## src/rtl/alpha_operand_sequencer_pkg.sv

```systemverilog
// Shared definitions for the alpha operand sequencer of the FLAC LPC
// Levinson-Durbin datapath: float constants, default order and the
// sequencer state encoding.
package alpha_operand_sequencer_pkg;

    localparam int ORDER_DEFAULT = 12;

    // IEEE-754 single-precision bit patterns (opaque to this block)
    localparam logic [31:0] FP_ONE  = 32'h3f80_0000;
    localparam logic [31:0] FP_ZERO = 32'h0000_0000;

    typedef enum logic [1:0] {
        ST_IDLE   = 2'd0,
        ST_STREAM = 2'd1,
        ST_DONE   = 2'd2
    } seq_state_t;

endpackage

```

## src/rtl/flac_coef_regfile.sv

```systemverilog
// One-write / two-read register file holding coefficient words.
// Reads are combinational, so a read in the same cycle as a write to the
// same address sees the old contents; the write lands on the clock edge.
// Ports:
//   clk, rst          clock, asynchronous active-high reset
//   en                clock enable for the write port
//   we/waddr/wdata    write port
//   raddr_a/rdata_a   read port A
//   raddr_b/rdata_b   read port B
// Reset image: word 0 = RESET_WORD0, all others zero.
module flac_coef_regfile #(
    parameter int                    DEPTH       = 13,
    parameter int                    DATA_WIDTH  = 32,
    parameter int                    ADDR_WIDTH  = 4,
    parameter logic [DATA_WIDTH-1:0] RESET_WORD0 = '0
) (
    input  logic                  clk,
    input  logic                  rst,
    input  logic                  en,
    input  logic                  we,
    input  logic [ADDR_WIDTH-1:0] waddr,
    input  logic [DATA_WIDTH-1:0] wdata,
    input  logic [ADDR_WIDTH-1:0] raddr_a,
    output logic [DATA_WIDTH-1:0] rdata_a,
    input  logic [ADDR_WIDTH-1:0] raddr_b,
    output logic [DATA_WIDTH-1:0] rdata_b
);

    logic [DATA_WIDTH-1:0] mem [DEPTH];

    always_ff @(posedge clk or posedge rst) begin
        if (rst) begin
            for (int i = 0; i < DEPTH; i++) begin
                mem[i] <= (i == 0) ? RESET_WORD0 : '0;
            end
        end else if (en && we && (int'(waddr) < DEPTH)) begin
            mem[waddr] <= wdata;
        end
    end

    // Out-of-range addresses read as zero rather than X
    always_comb begin
        rdata_a = '0;
        rdata_b = '0;
        if (int'(raddr_a) < DEPTH) rdata_a = mem[raddr_a];
        if (int'(raddr_b) < DEPTH) rdata_b = mem[raddr_b];
    end

endmodule

```

## src/rtl/alpha_operand_sequencer.sv

```systemverilog
// Operand sequencer for the Levinson-Durbin alpha accumulation:
//   alpha_m = sum_{j=0..m} model[j] * acf[m+1-j]
// Holds the ACF vector and LPC model, and for each started iteration m
// streams floor(m/2)+1 beats of two operand pairs each:
//   beat t: oModel1 = model[2t],   oACF2 = acf[m+1-2t]
//           oModel2 = model[2t+1], oACF1 = acf[m-2t]   (zero if 2t+1 > m)
// Ports:
//   iClock, iReset        clock, asynchronous active-high reset
//   iEnable               clock enable, low freezes everything
//   iACFValid, iACF       ACF load stream (index order 0..ORDER)
//   iModelWrite/Addr/Data model coefficient write port
//   iStart, iM            iteration start request and index
//   oACFReady             all ORDER+1 ACF words held
//   oValid, oM            beat valid and iteration index of the beat
//   oACF1/2, oModel1/2    operand pair outputs
//   oBusy, oDone, oErr    streaming, end-of-stream pulse, rejected start
module alpha_operand_sequencer
    import alpha_operand_sequencer_pkg::*;
#(
    parameter int ORDER      = ORDER_DEFAULT,
    parameter int DATA_WIDTH = 32
) (
    input  logic                  iClock,
    input  logic                  iReset,
    input  logic                  iEnable,
    input  logic                  iACFValid,
    input  logic [DATA_WIDTH-1:0] iACF,
    input  logic                  iModelWrite,
    input  logic [3:0]            iModelAddr,
    input  logic [DATA_WIDTH-1:0] iModelData,
    input  logic                  iStart,
    input  logic [3:0]            iM,
    output logic                  oACFReady,
    output logic                  oValid,
    output logic [3:0]            oM,
    output logic [DATA_WIDTH-1:0] oACF1,
    output logic [DATA_WIDTH-1:0] oACF2,
    output logic [DATA_WIDTH-1:0] oModel1,
    output logic [DATA_WIDTH-1:0] oModel2,
    output logic                  oBusy,
    output logic                  oDone,
    output logic                  oErr
);

    localparam int              AW        = 4;
    localparam int              ACF_DEPTH = ORDER + 1;
    localparam logic [AW:0]     ACF_FULL  = ACF_DEPTH[AW:0];
    localparam logic [AW:0]     CNT_ONE   = 1;
    localparam logic [AW-1:0]   IDX_ONE   = 1;
    localparam logic [DATA_WIDTH-1:0] WORD_ZERO = DATA_WIDTH'(FP_ZERO);
    localparam logic [DATA_WIDTH-1:0] WORD_ONE  = DATA_WIDTH'(FP_ONE);

    // ---------------- ACF load counter ----------------
    logic [AW:0] acf_count;
    logic        acf_ready;
    logic        acf_load;
    logic [AW:0] acf_count_inc;

    assign acf_load      = iACFValid && (acf_count != ACF_FULL);
    assign acf_count_inc = acf_count + CNT_ONE;

    always_ff @(posedge iClock or posedge iReset) begin
        if (iReset) begin
            acf_count <= '0;
            acf_ready <= 1'b0;
        end else if (iEnable && acf_load) begin
            acf_count <= acf_count_inc;
            acf_ready <= (acf_count_inc == ACF_FULL);
        end
    end

    // ---------------- Sequencer state ----------------
    seq_state_t    state, state_next;
    logic [3:0]    m_q, m_next;
    logic [AW-1:0] t_q, t_next;

    // Index arithmetic for beat t; all indices stay below ORDER+1
    logic [AW-1:0] twice_t;
    logic [AW-1:0] acf_idx1, acf_idx2, model_idx1, model_idx2;
    logic          has_second, is_last;

    assign twice_t    = {t_q[AW-2:0], 1'b0};
    assign model_idx1 = twice_t;
    assign model_idx2 = twice_t + IDX_ONE;
    assign acf_idx2   = m_q + IDX_ONE - twice_t;
    assign acf_idx1   = m_q - twice_t;
    assign has_second = (twice_t < m_q);      // 2t+1 <= m
    assign is_last    = (t_q == (m_q >> 1));  // t == floor(m/2)

    logic [DATA_WIDTH-1:0] acf_rd1, acf_rd2, model_rd1, model_rd2;

    flac_coef_regfile #(
        .DEPTH       (ACF_DEPTH),
        .DATA_WIDTH  (DATA_WIDTH),
        .ADDR_WIDTH  (AW),
        .RESET_WORD0 (WORD_ZERO)
    ) u_acf (
        .clk     (iClock),
        .rst     (iReset),
        .en      (iEnable),
        .we      (acf_load),
        .waddr   (acf_count[AW-1:0]),
        .wdata   (iACF),
        .raddr_a (acf_idx1),
        .rdata_a (acf_rd1),
        .raddr_b (acf_idx2),
        .rdata_b (acf_rd2)
    );

    flac_coef_regfile #(
        .DEPTH       (ORDER),
        .DATA_WIDTH  (DATA_WIDTH),
        .ADDR_WIDTH  (AW),
        .RESET_WORD0 (WORD_ONE)
    ) u_model (
        .clk     (iClock),
        .rst     (iReset),
        .en      (iEnable),
        .we      (iModelWrite),
        .waddr   (iModelAddr),
        .wdata   (iModelData),
        .raddr_a (model_idx1),
        .rdata_a (model_rd1),
        .raddr_b (model_idx2),
        .rdata_b (model_rd2)
    );

    always_ff @(posedge iClock or posedge iReset) begin
        if (iReset) begin
            state <= ST_IDLE;
            m_q   <= '0;
            t_q   <= '0;
        end else if (iEnable) begin
            state <= state_next;
            m_q   <= m_next;
            t_q   <= t_next;
        end
    end

    logic                  valid_next, done_next, err_next;
    logic [3:0]            m_out_next;
    logic [DATA_WIDTH-1:0] acf1_next, acf2_next, model1_next, model2_next;

    always_comb begin
        state_next  = state;
        m_next      = m_q;
        t_next      = t_q;
        valid_next  = 1'b0;
        done_next   = 1'b0;
        err_next    = 1'b0;
        m_out_next  = '0;
        acf1_next   = WORD_ZERO;
        acf2_next   = WORD_ZERO;
        model1_next = WORD_ZERO;
        model2_next = WORD_ZERO;
        case (state)
            ST_IDLE: begin
                if (iStart) begin
                    if (acf_ready && (int'(iM) < ORDER)) begin
                        state_next = ST_STREAM;
                        m_next     = iM;
                        t_next     = '0;
                    end else begin
                        err_next = 1'b1;
                    end
                end
            end
            ST_STREAM: begin
                valid_next  = 1'b1;
                m_out_next  = m_q;
                model1_next = model_rd1;
                acf2_next   = acf_rd2;
                if (has_second) begin
                    model2_next = model_rd2;
                    acf1_next   = acf_rd1;
                end
                if (is_last) state_next = ST_DONE;
                else         t_next     = t_q + IDX_ONE;
            end
            ST_DONE: begin
                done_next  = 1'b1;
                state_next = ST_IDLE;
            end
            default: state_next = ST_IDLE;
        endcase
    end

    // ---------------- Output register stage ----------------
    always_ff @(posedge iClock or posedge iReset) begin
        if (iReset) begin
            oValid  <= 1'b0;
            oBusy   <= 1'b0;
            oDone   <= 1'b0;
            oErr    <= 1'b0;
            oM      <= '0;
            oACF1   <= '0;
            oACF2   <= '0;
            oModel1 <= '0;
            oModel2 <= '0;
        end else if (iEnable) begin
            oValid  <= valid_next;
            oBusy   <= valid_next;
            oDone   <= done_next;
            oErr    <= err_next;
            oM      <= m_out_next;
            oACF1   <= acf1_next;
            oACF2   <= acf2_next;
            oModel1 <= model1_next;
            oModel2 <= model2_next;
        end
    end

    assign oACFReady = acf_ready;

endmodule
```

## config.mk

```make
export PLATFORM = sky130hd
export DESIGN_NAME = alpha_operand_sequencer
export DESIGN_NICKNAME = d
export VERILOG_FILES = /design/src/rtl/alpha_operand_sequencer_pkg.sv /design/src/rtl/flac_coef_regfile.sv /design/src/rtl/alpha_operand_sequencer.sv
export SDC_FILE = /design/constraint.sdc
export NUM_CORES = 2
export LEC_CHECK = 0
export CELL_PAD_IN_SITES_DETAIL_PLACEMENT = 2
export CELL_PAD_IN_SITES_GLOBAL_PLACEMENT = 2
export CORE_MARGIN = 2
export CORE_UTILIZATION = 30
export CTS_CLUSTER_SIZE = 16
export DETAILED_ROUTE_END_ITERATION = 16
export PLACE_DENSITY_LB_ADDON = 0.1
export RECOVER_POWER = 100
export SYNTH_ARGS = -nofsm -noshare
export SYNTH_HDL_FRONTEND = slang
export SYNTH_HIERARCHICAL = 1
export SYNTH_SLANG_ARGS = --single-unit
export TNS_END_PERCENT = 20
```

## constraint.sdc

```tcl
create_clock -name iClock -period 13.9 [get_ports iClock]
set_clock_uncertainty 0.1 [all_clocks]
set_input_delay 2.78 -clock iClock [delete_from_list [all_inputs] [get_ports iClock]]
set_output_delay 2.78 -clock iClock [all_outputs]
set_load 0.005 [all_outputs]
```

==> impl_metrics.json <==
{
  "antenna_found_initial": 20,
  "port-buffer-count": 214,
  "synth_edf_count": 0,
  "synthCells": 3262,
  "drc_errors": 0,
  "final_cell_count_no_fill": 5501,
  "synth_nets": 3351,
  "hold_viol": 0,
  "via_per_inst": 5.53,
  "grt-ovfl-total": 0,
  "arrival_ps": 8250,
  "crit_slowest_cell": "clkbuf_1",
  "rsz0062_at_grt": "no",
  "placed_area_sq_mm": 0.0518,
  "ys_seq_elements": 951,
  "worst-path-buf-inv": 3,
  "multiInputGateArea_sq_mm": 0.0222,
  "cpLargestDelayFamily": "buffers and inverters",
  "cts_resized": 0,
  "grt_max_degree": 166,
  "die_x_um": 404,
  "clockRootBuffer": "clkbuf_16",
  "seq_area_sq_mm": 0.0238,
  "fin_tns_setup_ps": 0,
  "critical-path-max-stage-delay_ps": 2600,
  "cp-start-kind": "input port",
  "drive_gt1_share_pct": 39.7,
  "yosysWarnings": 6,
  "start_util_pct": 30.3,
  "fp-row-count": 146,
  "post-cts-setup-buffer-count": 0,
  "whs_ps": 386,
  "path_clk_slew_ps": 60,
  "critical_path_depth": 3,
  "core-area_sq_mm": 0.159,
  "post-route-min-period_ps": 8790,
  "clock_latency_ps": 740,
  "htree_levels": 3,
  "path_cells": "dlygate4sd3_1 > clkinvlp_2 > clkbuf_1",
  "first_pass_iters": 5,
  "fin_nets": 3419,
  "setup_viol": 0,
  "max_freq_mhz": 114,
  "fin_area_sq_mm": 0.0556,
  "numCtsBuffers": 118,
  "regToRegSetupSlack_ps": 8470,
  "timing.slew.headroom_pct": -367,
  "endpoint": "t_q[2]$_DFFE_PP0P_",
  "area_growth_pct": 15.7,
  "critPathLaunch": "iReset",
  "drv_cap": 36,
  "io_pins": 215,
  "grt_pass1_vias": 35493,
  "netlist.area_leader.share_pct": 49.2,
  "avgSynthCellArea_sq_um": 14.7,
  "fin_crit_sh_pct": 63.3,
  "synth_area_leader_cell": "dfrtp_1",
  "drtAntennaViolNets": 0,
  "cp.required_ps": 13360,
  "grt_usage_pct": 21.6,
  "ctsHoldBuffers": 0,
  "synth-async-reset-ratio_pct": 100,
  "fin_ws_ps": 5110,
  "first_iter_violations": 1523,
  "grt_pass1_wl_mm": 258,
  "crit_path_end_kind": "async pin",
  "r2r_start": "state[1]$_DFFE_PP0P_",
  "path_max_fanout": 66,
  "worstRegToRegCells": 5,
  "die-area_sq_mm": 0.163,
  "ys_seq_area_share_pct": 49.5,
  "ys_types": 61,
  "finalWirelength_mm": 174,
  "tightest_slew_ps": 7000,
  "violations": "max-capacitance violations, max-slew violations",
  "cts_sinks": 951,
  "pre_cts_slack_ps": 7390,
  "min_path_type": "register to register",
  "yosys-top-cells-area": "dfrtp_1 49%, mux2_2 18%, mux4_2 15%",
  "vias": 30428,
  "ys_dominant_reg_cell": "dfrtp_1",
  "p_leak_nw": 23.9,
  "slew_violations": 1487,
  "timing.rr.end": "t_q[2]$_DFFE_PP0P_",
  "nFillCells": 15791,
  "syn_area_sq_mm": 0.0481,
  "power.density_mw_per_mm2": 272,
  "fp.dieH_um": 404,
  "clock_path_buffers": 3,
  "cts_tree": "built",
  "placed_cells": 5282,
  "place_hpwl_mm": 101,
  "crit_type": "input port to async pin",
  "status": "finished, violations left",
  "place.gp.congestion": 0.742,
  "avgRoutedWirePerCell_um": 31.7,
  "peakVddDrop_mv": 0.480
}
worst min-delay path by stage:
| stage | start | endpoint | slack [ps] | cells after the start |
|---|---|---|---|---|
| finish | acf_count[4]$_DFFE_PP0P_ | acf_count[4]$_DFFE_PP0P_ | 390 | 1 |
| floorplan | acf_count[4]$_DFFE_PP0P_ | acf_count[4]$_DFFE_PP0P_ | 350 | 1 |
| detailed placement | acf_count[4]$_DFFE_PP0P_ | acf_count[4]$_DFFE_PP0P_ | 380 | 1 |
| CTS | acf_count[4]$_DFFE_PP0P_ | acf_count[4]$_DFFE_PP0P_ | 390 | 1 |
| global placement | acf_count[4]$_DFFE_PP0P_ | acf_count[4]$_DFFE_PP0P_ | 370 | 1 |
| global route | oModel1[30]$_DFFE_PP0P_ | oModel1[30]$_DFFE_PP0P_ | 420 | 1 |
cells by family after synthesis:
kind of cell               count (synthesis)  synth area share [%]
other                                      2                0.0156
muxes                                   1253                  36.8
DFF                                      951                  49.5
xor gates and xnor gates                   8                 0.146
and+or+nand+nor                          163                  1.84
adders and majority gates                 11                 0.333
buffers and inverters                    405                  4.31
AOI/OAI and AO/OA                        469                  6.97
registers in the layout, indices dropped and copies added (netlist names):
signal,count
oACF2,32
state,2
u_acf/mem,416
u_model/mem,384
acf_count,5
oACFReady,1
m_q,4
t_q,4
oACF1,32
oM,4
oModel2,32
oBusy,1
oErr,1
oModel1,32
oDone,1
synthesized netlist by cell type (3+ instances only):
library cell  count
dfstp_2           7
o21ai_1          21
a31oi_1           4
buf_4            64
xnor2_1           6
o22ai_1          62
nand3_1           6
a221o_1           3
a221oi_1         37
buf_1             8
a22oi_1          87
nor2_2            7
mux4_2          320
dfrtp_1         944
nor2b_1          23
mux2_2          776
a21oi_1          35
fa_1              3
a22o_1          134
mux2_1           30
or2_2             3
buf_2           110
mux2_4           30
ha_1              8
nand2b_1         17
nand2_1          63
and2_1            3
o21ai_0          74
o32a_1            3
clkbuf_1        117
nor2_1           18
inv_1            81
buf_6            23
nand4b_1          3
mux2i_1          97
metrics by stage:
stage	utilization (%)	power, W
2_1_floorplan	-	0.00930
6_report	35.0	0.0151
3_5_place_dp	32.6	0.0120
3_3_place_gp	32.6	0.0118
5_1_grt	35.0	0.0160
4_1_cts	35.2	0.0154
report_power, final:
| part | internal, W | leakage [nW] | switching [W] |
|---|---|---|---|
| clock network | 0.00202 | 2.05 | 0.00126 |
| logic | 0.00334 | 9.61 | 0.00409 |
| registers | 0.00364 | 12.3 | 0.000771 |
layer usage:
layer	GRT usage, %	routed length [um]	share of wire [%]	vias up
met5	0	69	0.040	-
met4	6.76	5630	3.2	12
met3	3.30	6330	3.6	342
met2	37.6	88500	51	644
met1	27.5	73700	42	16862
li1	-	-	-	12568
layout make-up:
cell class | instances | area share, %
Sequential cell | 951 | 42.9
Antenna cell | 3 | 0.0135
Multi-Input combinational cell | 1906 | 39.9
Timing Repair Buffer | 271 | 4.57
Clock buffer | 178 | 6.37
Inverter | 82 | 0.570
Tap cell | 2072 | 4.66
Clock inverter | 38 | 1.06
layout by cell type (no fill, tap or decap), types with 8 or more instances in the layout:
master and instances:
clkbuf_1 49, nor2_1 16, a21oi_1 35, mux2_2 770, clkinv_2 20, bufinv_16 15, o21ai_0 75, dlygate4sd3_1 139
mux4_2 320, buf_4 31, o21ai_1 21, nand2_1 63, a22oi_1 87, nor2b_1 20, nor2_4 8, clkbuf_8 30
a221oi_1 37, mux2i_1 97, nand2b_1 13, o22ai_1 62, inv_1 76, clkbuf_16 121, dfrtp_1 941, clkdlybuf4s50_1 75
a22o_1 134, mux2_1 65
Power figures use the tool's default switching activity.
